File: src/rtl/conv_arb_pkg.sv
// Shared types and constants for the CONV result-memory write arbiter.
package conv_arb_pkg;

    localparam int CONV_ADDR_W = 12;
    localparam int CONV_DATA_W = 20;
    localparam int CONV_SEL_W  = 3;

    typedef enum logic [1:0] {
        ST_IDLE = 2'd0,
        ST_RUN  = 2'd1,
        ST_DONE = 2'd2
    } arb_state_t;

    localparam logic [2:0] SEL_L0 = 3'b001;
    localparam logic [2:0] SEL_L1 = 3'b011;
    localparam logic [2:0] SEL_L2 = 3'b101;

endpackage

File: src/rtl/conv_arb_fifo.sv
// Small per-requester skid FIFO holding packed {last, sel, addr, data} entries.
module conv_arb_fifo #(
    parameter int DEPTH = 2,
    parameter int WIDTH = 36
) (
    input  logic                         clk,
    input  logic                         reset,
    input  logic                         push,
    input  logic                         pop,
    input  logic [WIDTH-1:0]             din,
    output logic [WIDTH-1:0]             dout,
    output logic [$clog2(DEPTH+1)-1:0]   count,
    output logic                         empty
);

    localparam int PTR_W = $clog2(DEPTH);
    localparam int CNT_W = $clog2(DEPTH+1);

    logic [WIDTH-1:0] mem [DEPTH];
    logic [PTR_W-1:0] wr_ptr;
    logic [PTR_W-1:0] rd_ptr;

    // NOTE: storage is deliberately not reset; count alone decides which entries are live.
    always_ff @(posedge clk) begin
        if (push) mem[wr_ptr] <= din;
    end

    always_ff @(posedge clk or negedge reset) begin
        if (!reset) begin
            wr_ptr <= '0;
            rd_ptr <= '0;
            count  <= '0;
        end else begin
            if (push) wr_ptr <= wr_ptr + PTR_W'(1);
            if (pop)  rd_ptr <= rd_ptr + PTR_W'(1);
            case ({push, pop})
                2'b10:   count <= count + CNT_W'(1);
                2'b01:   count <= count - CNT_W'(1);
                default: count <= count;
            endcase
        end
    end

    assign dout  = mem[rd_ptr];
    assign empty = (count == '0);

endmodule

File: src/rtl/conv_wr_arbiter.sv
// Round-robin arbiter sharing the CONV result-memory write port among N_REQ producers.
// Optional per-requester write counters are enabled with `define CONV_ARB_STAT_EN.
module conv_wr_arbiter
    import conv_arb_pkg::*;
#(
    parameter int N_REQ      = 3,
    parameter int ADDR_W     = CONV_ADDR_W,
    parameter int DATA_W     = CONV_DATA_W,
    parameter int SEL_W      = CONV_SEL_W,
    parameter int FIFO_DEPTH = 2
) (
    input  logic                      clk,
    input  logic                      reset,
    input  logic                      start,
    input  logic [N_REQ-1:0]          req_valid,
    output logic [N_REQ-1:0]          req_ready,
    input  logic [N_REQ*ADDR_W-1:0]   req_addr,
    input  logic [N_REQ*DATA_W-1:0]   req_data,
    input  logic [N_REQ*SEL_W-1:0]    req_sel,
    input  logic [N_REQ-1:0]          req_last,
    output logic                      cwr,
    output logic [ADDR_W-1:0]         caddr_wr,
    output logic [DATA_W-1:0]         cdata_wr,
    output logic [SEL_W-1:0]          csel,
    output logic                      busy,
    output logic                      done
`ifdef CONV_ARB_STAT_EN
    ,
    output logic [N_REQ*(ADDR_W+1)-1:0] wr_cnt
`endif
);

    localparam int ENT_W = 1 + SEL_W + ADDR_W + DATA_W;
    localparam int IDX_W = (N_REQ > 1) ? $clog2(N_REQ) : 1;
    localparam int CNT_W = $clog2(FIFO_DEPTH+1);

    arb_state_t        state, state_nxt;
    logic              run, start_acc;
    logic [IDX_W-1:0]  rr_ptr, grant_idx;
    logic              grant_valid;
    logic [N_REQ-1:0]  fifo_empty, push, pop, last_flag;
    logic [ENT_W-1:0]  fifo_dout [N_REQ];
    logic [CNT_W-1:0]  fifo_count [N_REQ];
    logic [ENT_W-1:0]  head;

    for (genvar i = 0; i < N_REQ; i++) begin : g_req
        assign req_ready[i] = run && (fifo_count[i] < CNT_W'(FIFO_DEPTH));
        assign push[i]      = req_valid[i] && req_ready[i];
        assign pop[i]       = grant_valid && (grant_idx == IDX_W'(i));

        conv_arb_fifo #(.DEPTH(FIFO_DEPTH), .WIDTH(ENT_W)) u_fifo (
            .clk   (clk),
            .reset (reset),
            .push  (push[i]),
            .pop   (pop[i]),
            .din   ({req_last[i], req_sel[i*SEL_W +: SEL_W],
                     req_addr[i*ADDR_W +: ADDR_W], req_data[i*DATA_W +: DATA_W]}),
            .dout  (fifo_dout[i]),
            .count (fifo_count[i]),
            .empty (fifo_empty[i])
        );
    end

    // NOTE: non-blocking assignments keep every register sampling pre-edge values.
    always_ff @(posedge clk or negedge reset) begin
        if (!reset) state <= ST_IDLE;
        else        state <= state_nxt;
    end

    always_comb begin
        state_nxt = state;
        case (state)
            ST_IDLE: if (start) state_nxt = ST_RUN;
            ST_RUN:  if (&last_flag && &fifo_empty && !cwr) state_nxt = ST_DONE;
            ST_DONE: if (start) state_nxt = ST_RUN;
            default: state_nxt = ST_IDLE;
        endcase
    end

    always_comb begin
        run       = (state == ST_RUN);
        busy      = run;
        done      = (state == ST_DONE);
        start_acc = start && (state != ST_RUN);
    end

    // NOTE: defaults first so no path through the loop leaves a latch behind.
    always_comb begin
        int idx;
        idx         = 0;
        grant_valid = 1'b0;
        grant_idx   = '0;
        for (int k = 0; k < N_REQ; k++) begin
            idx = (int'(rr_ptr) + k) % N_REQ;
            if (run && !grant_valid && !fifo_empty[idx]) begin
                grant_valid = 1'b1;
                grant_idx   = IDX_W'(idx);
            end
        end
    end

    assign head = fifo_dout[grant_idx];

    always_ff @(posedge clk or negedge reset) begin
        if (!reset) begin
            rr_ptr    <= '0;
            cwr       <= 1'b0;
            caddr_wr  <= '0;
            cdata_wr  <= '0;
            csel      <= '0;
            last_flag <= '0;
        end else begin
            cwr <= grant_valid;
            if (grant_valid) begin
                rr_ptr   <= (grant_idx == IDX_W'(N_REQ-1)) ? '0 : grant_idx + IDX_W'(1);
                csel     <= head[ENT_W-2 -: SEL_W];
                caddr_wr <= head[DATA_W +: ADDR_W];
                cdata_wr <= head[DATA_W-1:0];
            end
            if (start_acc) last_flag <= '0;
            else if (grant_valid && head[ENT_W-1]) last_flag[grant_idx] <= 1'b1;
        end
    end

`ifdef CONV_ARB_STAT_EN
    logic [ADDR_W:0] cnt_q [N_REQ];

    always_ff @(posedge clk or negedge reset) begin
        if (!reset) begin
            for (int i = 0; i < N_REQ; i++) cnt_q[i] <= '0;
        end else if (start) begin
            for (int i = 0; i < N_REQ; i++) cnt_q[i] <= '0;
        end else if (grant_valid && (cnt_q[grant_idx] != '1)) begin
            cnt_q[grant_idx] <= cnt_q[grant_idx] + (ADDR_W+1)'(1);
        end
    end

    for (genvar i = 0; i < N_REQ; i++) begin : g_cnt
        assign wr_cnt[i*(ADDR_W+1) +: ADDR_W+1] = cnt_q[i];
    end
`endif

endmodule
File: config.mk
export PLATFORM = sky130hd
export DESIGN_NAME = conv_wr_arbiter
export DESIGN_NICKNAME = d
export VERILOG_FILES = /design/src/rtl/conv_arb_pkg.sv /design/src/rtl/conv_arb_fifo.sv /design/src/rtl/conv_wr_arbiter.sv
export SDC_FILE = /design/constraint.sdc
export NUM_CORES = 1
export LEC_CHECK = 0
export BUFFER_PORTS_ARGS = -buffer_cell sky130_fd_sc_hd__clkbuf_2
export CELL_PAD_IN_SITES_DETAIL_PLACEMENT = 1
export CELL_PAD_IN_SITES_GLOBAL_PLACEMENT = 1
export CORE_UTILIZATION = 48
export DETAILED_ROUTE_END_ITERATION = 8
export PLACE_DENSITY = 0.87
export REMOVE_ABC_BUFFERS = 1
export SETUP_SLACK_MARGIN = 0.02
export SYNTH_ARGS = -nofsm -noshare
export SYNTH_HDL_FRONTEND = slang
export SYNTH_SLANG_ARGS = --single-unit
File: constraint.sdc
create_clock -name clk -period 3.6 [get_ports clk]
set_clock_uncertainty 0.1 [all_clocks]
set_input_delay 0 -clock clk [delete_from_list [all_inputs] [get_ports clk]]
set_output_delay 0 -clock clk [all_outputs]
set_load 0.01 [all_outputs]
==> results of run 1 <==
## metal layers
metal	wire (um)	GRT usage
met1	12700	0.342
met2	17800	0.547
met3	1660	0.0395
met4	1380	0.133
met5	0	0
## report_power, final
group,switching [mW],total [mW],leakage (nW),internal (mW)
registers,0.629,4.84,2.64,4.21
logic,2.67,4.48,2.43,1.81
clock network,1.34,3.31,0.504,1.97
## worst paths after layout
| kind | slack [ps] | end | start |
|---|---|---|---|
| hold reg to reg | 380 | last_flag[1] | last_flag[1] |
| max in group asynchronous | 2460 | cdata_wr[0] | reset |
| setup reg to reg | 400 | caddr_wr[0] | rr_ptr[0] |
| setup / recovery | 400 | caddr_wr[0] | rr_ptr[0] |
| hold / removal | 50 | g_req[0].u_fifo.mem[0][25] | req_addr[5] |
| min in group asynchronous | 420 | cdata_wr[7] | reset |
## final cells by class
type                       count  share of cell area
timing repair buffer         289               0.149
clock inverter                16              0.0184
sequential                   271               0.552
clock buffer                  36              0.0548
multi-input combinational    361               0.199
tap                          280              0.0246
inverter                       9             0.00246
## cell families after synthesis
group                    count (synthesis)
multiplexers                           109
XOR/XNOR                                15
AND/OR/NAND/NOR                        133
AO/OA/AOI/OAI                           99
flip-flops                             271
buffers and inverters                   41
adder cells (fa/ha/maj)                  5
## sequential cells by signal, summed over array words and instances, names as in the netlist
name / cells
caddr_wr: 12
cdata_wr: 20
csel: 3
cwr: 1
g_req.u_fifo.count: 6
g_req.u_fifo.mem: 216
g_req.u_fifo.rd_ptr: 3
g_req.u_fifo.wr_ptr: 3
last_flag: 3
rr_ptr: 2
state: 2
## placed cells by master, fill, tap and decap left out, types with 3 or more instances in the layout
cell,synthesis,layout
a211oi_1,3,3
a21oi_1,37,37
and3_2,0,3
buf_12,0,4
buf_4,1,17
bufinv_16,0,6
clkbuf_1,13,3
clkbuf_16,0,28
clkbuf_2,0,153
clkbuf_8,0,5
clkinv_2,1,5
dfrtp_1,55,52
dfrtp_2,0,3
dlygate4sd3_1,0,114
edfxtp_1,216,216
ha_1,5,5
inv_1,8,8
mux2_2,35,35
mux2i_1,74,74
nand2_1,43,43
nand2b_1,3,3
nor2_1,53,50
nor2_4,0,4
nor2b_1,4,4
o211ai_1,6,6
o211ai_2,28,28
o21ai_0,5,5
o22ai_1,3,3
or2_2,5,5
or4_1,3,3
or4b_1,3,3
xnor2_1,10,10
xor2_1,4,4
## worst max-delay path, cell delays in order (launching register included)
cell	delay (ps)
dfrtp_1	360
inv_1	60
ha_1	510
or4b_4	560
nand4_1	230
nand2_1	150
nor2_4	590
buf_4	290
a21oi_1	100
o211ai_2	110
## stage by stage
stage	instance area, sq um	setup TNS, ps	cells	worst slack (ps)
6_report	14200	0	1262	401
5_1_grt	14200	0	1262	266
4_1_cts	14200	0	1262	488
3_5_place_dp	12000	0	1095	582
2_1_floorplan	10700	-36.5	641	-36.5
3_3_place_gp	12000	0	1095	668
==> flow_summary.json, run 1 <==
{
  "ys_top_cells_by_area": "edfxtp_1 60%, dfrtp_1 13%, mux2i_1 6.8%",
  "setup.worst_path.start_class": "register",
  "netlist_area_sq_mm": 0.0109,
  "wl_mm": 33.6,
  "p_per_area_mw_per_mm2": 886,
  "grt_remaining_overflow": 0,
  "post_synth_and_or_nand_nor_area_fraction": 0.0578,
  "finalSetupViolCount": 0,
  "vdd_ir_drop_max_uv": 546,
  "rows": 54,
  "cts-hold-fix-buffers": 115,
  "synth_top_cell_area_share": 0.596,
  "synth.most_common_cell": "edfxtp_1",
  "end_kind": "register",
  "slew_viol_final": 0,
  "synth_edf_count": 216,
  "post-route-drc-count": 7,
  "die_w_um": 153,
  "synth_compound_area_frac": 0.0762,
  "cts_tree": "yes",
  "die-area_sq_mm": 0.0233,
  "syn_avg_cell_area_sq_um": 16.2,
  "clock_latency_ps": 580,
  "die_y_um": 153,
  "fin_util": 0.647,
  "clkSlewWorstSetupHoldPaths_ps": 70,
  "min-delay-path-class": "input pin to register",
  "core_sq_mm": 0.0220,
  "path_max_fanout": 22,
  "cap_violations": 0,
  "place_hpwl_mm": 18.7,
  "timing.fmax_mhz": 313,
  "grt_pass1_wl_mm": 50.6,
  "cts_setup_buffers": 0,
  "clock_path_buffers": 3,
  "hold_ws_ps": 52.9,
  "grt_use_total": 0.296,
  "multi_input_area_sq_mm": 0.00284,
  "initialDrtViolationCount": 431,
  "gp_congestion": 0.893,
  "ys_seq_area_frac": 0.723,
  "leakagePower_nw": 5.58,
  "cts_buffers": 28,
  "htree_levels": 1,
  "finalCritPeriodShare": 0.889,
  "final_antenna_net_count": 0,
  "port_buffers": 154,
  "avgViaCountPerCell": 5.71,
  "ys_ff_latch": 271,
  "synth_xor_area_frac": 0.0128,
  "dr.pass1.iters": 9,
  "pin_count": 155,
  "fin_nets": 1079,
  "finalHoldViolations": 0,
  "synth_warnings": 0,
  "start_util": 0.494,
  "synth_mux_area_frac": 0.104,
  "yosys.area_share.adder": 0.00575,
  "grt_pass1_vias": 8288,
  "synth_top_cell_by_area": "edfxtp_1",
  "synth_common_cells": "216 x edfxtp_1, 74 x mux2i_1, 55 x dfrtp_1",
  "seq_area_sq_mm": 0.00787,
  "num_antenna_cells": 0,
  "min_period_ps": 3200,
  "synth_top_family_by_area": "multiplexers",
  "grt_max_degree": 37,
  "nFillCells": 2037,
  "cp_data_arrival_time_ps": 3560,
  "worst-setup-path-type": "register to register",
  "ctsResizeCount": 0,
  "vias": 7206,
  "max_slew_margin": 0.423,
  "total_power_mw": 12.6,
  "netlist_instances": 673,
  "rsz0062_at_grt": "no",
  "synth_async_sr_flop_share": 0.203,
  "ys.flop_type": "edfxtp_1",
  "violations": "DRC",
  "clock-sinks": 271,
  "tightest_slew_ps": 863,
  "area_growth_pct": 31.0,
  "drive_gt1_frac": 0.317,
  "routedWlPerCell_um": 26.6,
  "antenna_found_initial": 0,
  "whs_path_depth": 2,
  "r2r_cells": 9,
  "synth.distinct_cells": 57,
  "cts-root-buf": "clkbuf_16",
  "status": "finished with violations",
  "cp.required_ps": 3960
}
No activity file was read; power rests on OpenSTA's default activity.
==> inputs of run 2 (changes only) <==
- CORE_UTILIZATION: 48 -> 51
- PLACE_DENSITY: 0.87 -> 0.91
- clock period: 3.6 -> 4.02 ns (I/O delays scaled with it)
==> run 2 against run 1 <==
  * Wire length increased by 7.6%
  * The run now ends clean
  * Largest cell class unchanged
  * Cell count decreased by 1.0%
  * Combinational power shrank 9.4%
  * Power fell by 13%
  * Sequential share of layout area increased by 0.99 points
  * Design area is 1.8% lower
==> flow_summary.json, run 2 (synthesized netlist as in run 1, its figures left out) <==
{
  "status": "completed",
  "cp_data_arrival_time_ps": 3580,
  "finalSetupViolCount": 0,
  "finalCritPeriodShare": 0.821,
  "path_max_fanout": 34,
  "leakagePower_nw": 5.46,
  "clock_latency_ps": 550,
  "wl_mm": 36.1,
  "clock-sinks": 271,
  "die_w_um": 148,
  "grt_pass1_vias": 8498,
  "total_power_mw": 11.0,
  "finalHoldViolations": 0,
  "regMostFlops": "g_req.u_fifo.mem",
  "fin_tns_setup_ps": 0,
  "num_antenna_cells": 0,
  "max_slew_margin": 0.208,
  "timing.fmax_mhz": 303,
  "finalNonFillerCells": 1249,
  "largest_reg_flops": 216,
  "setup.worst_path.start_class": "register",
  "cts-root-buf": "clkbuf_16",
  "grt_use_total": 0.340,
  "r2r_slack_ps": 720,
  "grt_max_degree": 38,
  "port_buffers": 154,
  "p_per_area_mw_per_mm2": 789,
  "initialDrtViolationCount": 586,
  "cap_violations": 0,
  "final_common_cell": "edfxtp_1",
  "grt_pass1_wl_mm": 53.5,
  "slew_viol_final": 0,
  "die-area_sq_mm": 0.0219,
  "final_antenna_net_count": 0,
  "fin_nets": 1071,
  "vias": 7466,
  "post-route-drc-count": 0,
  "ctsResizeCount": 0,
  "cts-hold-fix-buffers": 115,
  "post-place-cells": 1082,
  "htree_levels": 1,
  "place_hpwl_mm": 18.4,
  "grt_remaining_overflow": 0,
  "min-delay-path-class": "input pin to register",
  "cts_setup_buffers": 0,
  "cp.required_ps": 4300,
  "rsz0062_at_grt": "no",
  "antenna_found_initial": 0,
  "core_sq_mm": 0.0210,
  "tightest_slew_ps": 1190,
  "vdd_ir_drop_max_uv": 418,
  "min_period_ps": 3300,
  "pin_count": 155,
  "gp_congestion": 0.884,
  "reg_top3": "g_req.u_fifo.mem x216, cdata_wr x20, caddr_wr x12",
  "most-common-layout-cells": "216 x edfxtp_1, 153 x clkbuf_2, 114 x dlygate4sd3_1",
  "clkSlewWorstSetupHoldPaths_ps": 60,
  "rows": 53,
  "avgViaCountPerCell": 5.98,
  "cts_tree": "yes",
  "routedWlPerCell_um": 28.9,
  "cts_buffers": 28,
  "end_kind": "register",
  "worst-setup-path-type": "register to register",
  "clock_path_buffers": 3,
  "start_util": 0.519,
  "area_growth_pct": 28.7,
  "dr.pass1.iters": 5,
  "drive_gt1_frac": 0.304,
  "die_y_um": 148
}
## run 2: cell types whose count changed in the layout (fill, tap and decap cells not counted), sizes merged
| cell | previous run | this run |
|---|---|---|
| clkinv | 8 | 10 |
| inv | 9 | 8 |
| clkbuf | 189 | 193 |
| bufinv | 6 | 1 |
| buf | 22 | 14 |
## run 2: area by class of cell
class	instances	area [sq um]
well taps	275	344
repair buffers	281	2020
inverters	9	35.0
clock buffers	40	807
clock inverters	12	87.6
fillers	1940	6960
flip-flops and latches	271	7870
multi-input cells	361	2840
## run 2: per-stage QoR
| stage | setup WS, ps | instance area (sq um) | utilization | hold WS, ps |
|---|---|---|---|---|
| 6_report | 719 | 14000 | 0.668 | 88.7 |
| 5_1_grt | 643 | 14000 | 0.668 | 94.4 |
| 4_1_cts | 870 | 14000 | 0.668 | 76.1 |
| 3_5_place_dp | 926 | 11900 | 0.570 | -50.5 |
| 3_3_place_gp | 1120 | 11900 | 0.570 | -66.4 |
| 2_1_floorplan | 383 | 10700 | - | -396 |
## run 2: path summary, 6_finish.rpt
| kind | startpoint | cells past startpoint | end |
|---|---|---|---|
| setup / recovery | rr_ptr[0] | 8 | cdata_wr[13] |
| hold / removal | req_data[41] | 2 | g_req[2].u_fifo.mem[1][1] |
| setup reg to reg | rr_ptr[0] | 8 | cdata_wr[13] |
| hold reg to reg | last_flag[1] | 1 | last_flag[1] |
| max in group asynchronous | reset | 4 | g_req[2].u_fifo.rd_ptr |
| min in group asynchronous | reset | 4 | cdata_wr[18] |
## run 2: critical path: stages (launching register included)
cell and delay, ps:
dfrtp_1 390, inv_1 90, ha_1 460, or4b_1 540, nand4_1 260, and2_1 260
o22a_2 200, buf_4 550, o211ai_1 230
## run 2: per-layer routing
metal / share of wire / vias to the layer above / global-route usage / wire length [um]
met3: 0.067 / 108 / 0.0537 / 2430
met2: 0.52 / 415 / 0.598 / 18900
li1: - / 3113 / - / -
met4: 0.046 / 0 / 0.176 / 1650
met5: 0 / - / 0 / 0
met1: 0.36 / 3830 / 0.403 / 13100
## run 2: power breakdown
group / internal [mW] / switching, mW
clock network: 1.46 / 1.14
logic: 1.56 / 2.50
registers: 3.78 / 0.604
